==> config.mk <==
export PLATFORM = sky130hd
export DESIGN_NAME = fila_param
export DESIGN_NICKNAME = d
export VERILOG_FILES = /design/src/rtl/fila_pkg.sv /design/src/rtl/fila_param.sv
export SDC_FILE = /design/constraint.sdc
export NUM_CORES = 1
export LEC_CHECK = 0
export BUFFER_PORTS_ARGS = -buffer_cell sky130_fd_sc_hd__buf_4
export CORE_ASPECT_RATIO = 0.7
export CORE_MARGIN = 5
export CORE_UTILIZATION = 54
export DETAILED_ROUTE_END_ITERATION = 12
export GPL_TIMING_DRIVEN = 0
export PLACE_DENSITY = 0.87
export SLEW_MARGIN = 20
export SYNTH_ARGS = -nofsm -noshare
export SYNTH_HDL_FRONTEND = slang
export SYNTH_SLANG_ARGS = --single-unit
==> constraint.sdc <==
create_clock -name clock_10KHz -period 3 [get_ports clock_10KHz]
set_clock_uncertainty 0.15 [all_clocks]
set_input_delay 0.15 -clock clock_10KHz [delete_from_list [all_inputs] [get_ports clock_10KHz]]
set_output_delay 0.15 -clock clock_10KHz [all_outputs]
set_load 0.05 [all_outputs]
==> src/rtl/fila_pkg.sv <==
// Shared types and defaults for the fila_param queue.
package fila_pkg;

    typedef enum logic [1:0] {
        AGUARDA = 2'd0,
        GRAVA   = 2'd1,
        LE      = 2'd2,
        ESPERA  = 2'd3
    } state_t;

    localparam int unsigned FILA_DATA_W = 8;
    localparam int unsigned FILA_DEPTH  = 8;

    // Pointer width for a power-of-two depth; never narrower than one bit.
    function automatic int unsigned fila_ptr_w(input int unsigned depth);
        return (depth > 1) ? $clog2(depth) : 1;
    endfunction

endpackage

==> src/rtl/fila_param.sv <==
// Parametrised FIFO driven by level-held requests: one operation per press,
// with full/empty status, sticky overflow/underflow and optional head peek.
module fila_param
    import fila_pkg::*;
#(
    parameter int unsigned DATA_W = FILA_DATA_W,
    parameter int unsigned DEPTH  = FILA_DEPTH,
    parameter int unsigned PEEK   = 0
) (
    input  logic              clock_10KHz,
    input  logic              reset,
    input  logic              enqueue_in,
    input  logic              dequeue_in,
    input  logic [DATA_W-1:0] data_in,
    output logic [7:0]        len_out,
    output logic [DATA_W-1:0] data_out,
    output logic              full_out,
    output logic              empty_out,
    output logic              ovf_out,
    output logic              udf_out,
    output logic              busy_out
);

    localparam int unsigned PTR_W = fila_ptr_w(DEPTH);

    logic [DATA_W-1:0] fila [DEPTH];

    state_t            state_q, state_d;
    logic [PTR_W-1:0]  head_q, head_d;
    logic [PTR_W-1:0]  tail_q, tail_d;
    logic [7:0]        len_q, len_d;
    logic [DATA_W-1:0] data_reg_q, data_reg_d;
    logic [DATA_W-1:0] data_out_q, data_out_d;
    logic              full_q, full_d;
    logic              empty_q, empty_d;
    logic              ovf_q, ovf_d;
    logic              udf_q, udf_d;
    logic              busy_q, busy_d;
    logic              wr_en;

    always_ff @(posedge clock_10KHz or posedge reset) begin
        if (reset) begin
            state_q    <= AGUARDA;
            head_q     <= '0;
            tail_q     <= '0;
            len_q      <= '0;
            data_reg_q <= '0;
            data_out_q <= '0;
            full_q     <= 1'b0;
            empty_q    <= 1'b1;
            ovf_q      <= 1'b0;
            udf_q      <= 1'b0;
            busy_q     <= 1'b0;
        end else begin
            state_q    <= state_d;
            head_q     <= head_d;
            tail_q     <= tail_d;
            len_q      <= len_d;
            data_reg_q <= data_reg_d;
            data_out_q <= data_out_d;
            full_q     <= full_d;
            empty_q    <= empty_d;
            ovf_q      <= ovf_d;
            udf_q      <= udf_d;
            busy_q     <= busy_d;
        end
    end

    // Storage is deliberately not reset; reset only makes old entries unreachable.
    always_ff @(posedge clock_10KHz) begin
        if (wr_en) begin
            fila[tail_q] <= data_reg_q;
        end
    end

    always_comb begin
        state_d    = state_q;
        head_d     = head_q;
        tail_d     = tail_q;
        len_d      = len_q;
        data_reg_d = data_reg_q;
        data_out_d = data_out_q;
        ovf_d      = ovf_q;
        udf_d      = udf_q;
        wr_en      = 1'b0;

        // Peek mode follows the head whenever there is one; a pop below overrides.
        if (PEEK != 0 && len_q != 8'd0) begin
            data_out_d = fila[head_q];
        end

        case (state_q)
            AGUARDA: begin
                if (enqueue_in && !dequeue_in) begin
                    state_d    = GRAVA;
                    data_reg_d = data_in;
                end else if (dequeue_in && !enqueue_in) begin
                    state_d = LE;
                end else if (enqueue_in && dequeue_in) begin
                    state_d = ESPERA;
                end
            end
            GRAVA: begin
                if (len_q != 8'(DEPTH)) begin
                    wr_en  = 1'b1;
                    tail_d = tail_q + PTR_W'(1);
                    len_d  = len_q + 8'd1;
                end else begin
                    ovf_d = 1'b1;
                end
                state_d = ESPERA;
            end
            LE: begin
                if (len_q != 8'd0) begin
                    data_out_d = fila[head_q];
                    head_d     = head_q + PTR_W'(1);
                    len_d      = len_q - 8'd1;
                end else begin
                    udf_d = 1'b1;
                end
                state_d = ESPERA;
            end
            ESPERA: begin
                if (!enqueue_in && !dequeue_in) begin
                    state_d = AGUARDA;
                end
            end
            default: state_d = AGUARDA;
        endcase

        full_d  = (len_d == 8'(DEPTH));
        empty_d = (len_d == 8'd0);
        busy_d  = (state_d != AGUARDA);
    end

    assign len_out   = len_q;
    assign data_out  = data_out_q;
    assign full_out  = full_q;
    assign empty_out = empty_q;
    assign ovf_out   = ovf_q;
    assign udf_out   = udf_q;
    assign busy_out  = busy_q;

endmodule

## Word-level counts from Yosys, hierarchy flattened

Memories as Yosys holds them, arrays and structs flattened. A register that Yosys moved wholly into a read port is not among the register bits.
Cells that the tools add are included.

| word-level totals | value |
|---|---|
| bits in registers | 29 |
| RAM bits | 64 |
| input port bits | 12 |
| output and inout port bits | 21 |
| word-level logic and storage cells | 50 |
| memories kept | 1 |

| cells by class | value |
|---|---|
| add/subtract/negate cells | 4 |
| equal/unequal tests | 5 |
| mux-type cells | 12 |
| bitwise operators | 2 |
| reductions and logical operators | 16 |

Memories:

| memory | words | width | rd ports | clocked after Yosys merged registers in | wr ports | RTL line | RTL |
|---|---|---|---|---|---|---|---|
| fila | 8 | 8 | 1 | 1 | 1 | fila_param.sv:26 | `logic [DATA_W-1:0] fila [DEPTH];` |

Operators by type and width:

| cell | number |
|---|---|
| 8-bit 2-to-1 mux | 2 |
| 8-bit case mux with 2 select lines | 1 |
| 2-bit AND reduction | 5 |
| 8-bit by 1-bit adder with 8-bit output, second input constant | 1 |
| 8-bit by 4-bit == test with 1-bit output, second input constant | 1 |
| 8-bit logical NOT | 1 |
| 2-bit 2-to-1 mux | 4 |
| 8-bit by 4-bit inequality test with 1-bit output, second input constant | 1 |
| 8-bit nonzero test | 1 |
| 8-bit by 1-bit subtractor with 8-bit output, second input constant | 1 |
| 3-bit by 1-bit adder with 3-bit output, second input constant | 2 |
| 2-bit case mux with 3 select lines | 1 |
| 2-bit == test, second input constant | 2 |
| 1-bit logical AND | 4 |
| 1-bit 2-to-1 mux | 4 |
| 2-bit by 1-bit == test with 1-bit output, second input constant | 1 |
| 1-bit logical NOT | 2 |
| 2-bit logical NOT | 1 |
| 1-bit inverter | 2 |
| 2-bit nonzero test | 1 |
| 2-bit OR reduction | 1 |

## Depth between registers and ports, before layout

| depth | value |
|---|---|
| depth after elaboration | 6 |
| gate-level depth with buffers | 10 |
| gate-level depth less buffers | 8 |

## Worst setup path after synthesis

Ideal clock, no wire load.

| path | value |
|---|---|
| path type | register to register |
| start point | register len_q[0], in the netlist len_out[0] |
| end point | memory fila[2][0] (netlist name), enable pin |
| library setup time | 0.398 ns |
| arrival time | 2.772 ns |
| path slack | -0.320 ns |
| stages on the path, launching flop included | 7 |
| clock period less this slack | 3.320 ns |
| cell sequence | dfrtp_1 -> inv_1 -> ha_1 -> nor3b_1 -> a41o_1 -> clkbuf_1 -> nor4b_1 |

| between the ends | value |
|---|---|
| word-level cells in the longest chain between the ends | 5 |

RTL lines:

| what | RTL line | RTL |
|---|---|---|
| from (decl) | fila_param.sv:31 | `logic [7:0] len_q, len_d;` |
| from (signal assigned) | fila_param.sv:58 | `len_q <= len_d;` |
| 8-bit by 4-bit inequality test with 1-bit output | fila_param.sv:104 | `if (len_q != 8'(DEPTH)) begin` |
| 1-bit 2-to-1 mux | fila_param.sv:104 |  |
| 1-bit 2-to-1 mux | fila_param.sv:92 | `case (state_q)` |
| 1-bit 2-to-1 mux | fila_param.sv:71 | `if (wr_en) begin` |
| 1-bit 2-to-1 mux (not written as such) | fila_param.sv:72 | `fila[tail_q] <= data_reg_q;` |
| to (decl) | fila_param.sv:26 |  |

Every way passes these cells.

## Worst setup path after layout

| path | value |
|---|---|
| start point | register len_q[0], in the netlist len_out[0] |
| end point | register full_q, in the netlist full_out |

| between the ends | value |
|---|---|
| word-level cells in the longest chain between the ends | 4 |
| elaborated cells between the ends (all ways) | 8 |

RTL lines:

| what | RTL line | RTL |
|---|---|---|
| 8-bit by 1-bit subtractor with 8-bit output, or another cell as far along | fila_param.sv:117 | `len_d = len_q - 8'd1;` |
| 8-bit 2-to-1 mux (on tied branches) | fila_param.sv:114, fila_param.sv:104 |  |
| 8-bit case mux with 2 select lines (*) | fila_param.sv:92 |  |
| via len_d[0] | fila_param.sv:31 |  |
| 8-bit by 4-bit == test with 1-bit output (*) | fila_param.sv:131 | `full_d = (len_d == 8'(DEPTH));` |
| via full_d | fila_param.sv:34 | `logic full_q, full_d;` |
| to (signal assigned) | fila_param.sv:61 | `full_q <= full_d;` |
| to (decl) | fila_param.sv:34 |  |

The timed path passes the listed nets; every way through them passes the cells marked *.
A chain may end at the register's enable or synchronous reset.

==> impl_metrics.env <==
export IMPL_clkPwrFrac_pct=19.4
export IMPL_ir_worst_vdd_mv=0.558
export IMPL_final_cell_count_no_fill=474
export IMPL_hold_violations=0
export IMPL_first_pass_iters=5
export IMPL_cts_buffers=9
export IMPL_critPathMaxStageDelay_ns=0.56
export IMPL_cp_required_ns=3.09
export IMPL_cts_tree="done"
export IMPL_rsz0062_at_grt="no"
export IMPL_grt_pass1_vias=2953
export IMPL_cpMaxStageDelayCell="or4_4"
export IMPL_yosys_top_cells_area="edfxtp_1 (43%), dfrtp_1 (20%), mux4_2 (8.1%)"
export IMPL_grt_usage_pct=20.8
export IMPL_maxCapViolCount=0
export IMPL_crit_cells=8
export IMPL_worstSetupStartpointType="register"
export IMPL_gp_congestion=0.942
export IMPL_slew_viol_final=0
export IMPL_coreArea_sq_um=7970
export IMPL_num_nets_final=390
export IMPL_clock_path_buffers=2
export IMPL_synth_edf_count=64
export IMPL_min_path_type="in -> reg"
export IMPL_num_vias=2900
export IMPL_syn2layout_area_growth_pct=23.1
export IMPL_finalSetupViolCount=0
export IMPL_initial_core_util_pct=56.0
export IMPL_clk_latency_ns=0.34
export IMPL_grt_pass1_wl_mm=16.1
export IMPL_r2r_start="len_out[0]"
export IMPL_final_antenna_net_count=0
export IMPL_timing_fmax_mhz=341
export IMPL_r2r_cells=8
export IMPL_dp_cells=441
export IMPL_antenna_cells=0
export IMPL_yosysMostFrequentCell="edfxtp_1"
export IMPL_dieHeight_um=86.1
export IMPL_p_leak_nw=2.12
export IMPL_total_power_mw=6.50
export IMPL_critical_path_buf_inv_count=1
export IMPL_relSlewSlack_pct=42.1
export IMPL_ys_ff_latch=101
export IMPL_post_route_min_period_ns=2.93
export IMPL_ys_types=53
export IMPL_yosysWarnings=0
export IMPL_yosys_top_cells_count="edfxtp_1 (64), dfrtp_1 (36), nand2_1 (33)"
export IMPL_combPwrFrac_pct=45.0
export IMPL_finalCritPeriodShare_pct=97.7
export IMPL_ys_seq_area_share_pct=63.9
export IMPL_sequentialPowerShare_pct=35.7
export IMPL_cp_startpoint="len_out[0]"
export IMPL_crit_path_end_kind="register"
export IMPL_cts_sinks=101
export IMPL_routed_wl_mm=9.89
export IMPL_synth_ff_type="edfxtp_1"
export IMPL_tightest_slew_ns=0.869
export IMPL_layout_drive_gt1_share_pct=28.4
export IMPL_arrival_ns=3.03
export IMPL_num_fill_cells=500
export IMPL_dieArea_sq_um=10200
export IMPL_p_sw_share_pct=40.5
export IMPL_cellPowerDensity_nw_per_um2=1180
export IMPL_drt_wirelength_per_cell_um=20.9
export IMPL_pre_cts_ws_ns=-0.392
export IMPL_synthArstFlopShare_pct=36.6
export IMPL_setup_ws_ns=0.0686
export IMPL_dp_hpwl_mm=6.30
export IMPL_syn_cell_area_sq_um=4460
export IMPL_cts_htree_levels=3
export IMPL_dieWidth_um=119
export IMPL_drc=0
export IMPL_port_buffers=32
export IMPL_crit_type="reg -> reg"
export IMPL_viasPerCell=6.12
export IMPL_grt_max_degree=30
export IMPL_outcome="finished clean"
export IMPL_cp_cell_sequence="inv_1 -> ha_1 -> nor3b_4 -> and2_2 -> a311oi_1 -> o22a_1 -> or4_4 -> nor4b_2"
export IMPL_worstHoldStart="enqueue_in"
export IMPL_ios=33
export IMPL_clkTransAtPathRegs_ns=0.07
export IMPL_ctsRootBufferMaster="clkbuf_16"
export IMPL_power_net_switching_mw=2.64
export IMPL_grt_antenna_before_repair=0
export IMPL_drt_iter0_drc=310
export IMPL_critPathTopFamily="simple AND/OR/NAND/NOR gates"
export IMPL_synth_area_per_cell_sq_um=14.5
export IMPL_synthCells=307
export IMPL_synth_top_area_share_pct=43.1
export IMPL_holdWs_ns=0.0613
export IMPL_grt_ovfl_total=0
export IMPL_syn_nets=329
export IMPL_hold_path_depth=4
export IMPL_yosysTopAreaCell="edfxtp_1"
export IMPL_worst_path_max_fanout=9
export IMPL_p_int_mw=3.87
export IMPL_rows=27
==> through the flow <==
stage	utilization [%]	setup TNS (ns)	area [sq um]
5_1_grt	68.9	0	5490
4_1_cts	68.5	0	5460
2_1_floorplan	-	-0.00738	4500
6_report	68.9	0	5490
3_3_place_gp	61.0	-13.42	4860
3_5_place_dp	61.3	-17.52	4890
==> registers in the layout, indices dropped and copies added (netlist names), 2 cells and up <==
name / flops
tail_q: 3
data_reg_q: 8
len_out: 8
state_q: 2
head_q: 3
data_out: 8
fila: 64
==> worst min-delay path: stages <==
cell and delay, ns:
buf_4 0.10, o21ai_0 0.08, o221ai_1 0.08, or2_2 0.11
==> layer usage <==
metal / up-vias / wire length (um) / GRT usage (%)
met2: 150 / 4790 / 33.4
met5: - / 0 / 0
li1: 1296 / - / -
met4: 0 / 151 / 6.62
met3: 16 / 917 / 5.41
met1: 1438 / 4030 / 28.2
==> layout make-up <==
class                           count  area [sq um]  area share [%]
Timing Repair Buffer               50           453            8.24
Buffer                             18          88.8            1.62
Inverter                           11          41.3           0.752
Clock buffer                        9           225            4.10
Multi-Input combinational cell    177          1600            29.2
Clock inverter                      7           106            1.94
Tap cell                          101           126            2.30
Sequential cell                   101          2850            51.9
==> cell families (layout without fill, tap and decap cells) <==
logic type               Yosys count  count (layout)  synth area share, %
adder cells (fa/ha/maj)           10              10                 2.80
AND/OR/NAND/NOR                   81              81                 9.90
flip-flops                       101             101                 63.9
multiplexers                      36              36                 12.8
buffers and inverters             29              95                 2.72
XOR/XNOR                           5               5                0.981
AO/OA/AOI/OAI                     45              45                 6.93
==> placed cells by master (no fill, tap or decap), drive strengths merged, types with 2 or more instances in the layout <==
cell type	n
nor4	4
nand2	33
and2	2
dlygate4sd3	11
edfxtp	64
o221ai	3
inv	14
buf	45
mux2i	11
and4	2
nor2	6
clkinvlp	2
mux4	16
nor3b	4
nor3	4
clkbuf	21
o21bai	3
dfrtp	36
and3	2
nand3b	3
a21o	3
or4	3
xnor2	5
nor4b	4
a21oi	5
nor2b	3
ha	10
nand2b	3
a211oi	2
o21ai	15
a31oi	2
nand3	5
bufinv	2
mux2	9
==> what timing repair did <==
action	CTS	global route
setup buffers	6	0
pin swaps	4	0
resized for setup	10	11
endpoints found under the hold margin	46	0
setup endpoints to repair	67	66
hold buffers	11	0
==> power groups by stage <==
stage / registers, mW / logic, mW / clock network, mW
after floorplan: 2.58 / 1.61 / 0
after global placement: 2.27 / 2.56 / 0
after detailed placement: 2.31 / 2.65 / 0
after CTS: 2.30 / 2.81 / 1.28
after global routing: 2.37 / 3.13 / 1.34
final: 2.32 / 2.92 / 1.26
==> final timing paths <==
| check | end | slack [ns] |
|---|---|---|
| max in group asynchronous | empty_out | 2.08 |
| min in group asynchronous | data_reg_q[5] | 0.13 |
| hold reg to reg | data_out[3] | 0.33 |
| hold / removal | busy_out | 0.06 |
| setup / recovery | full_out | 0.07 |
| setup reg to reg | full_out | 0.07 |
No activity file was read; power rests on OpenSTA's default activity.
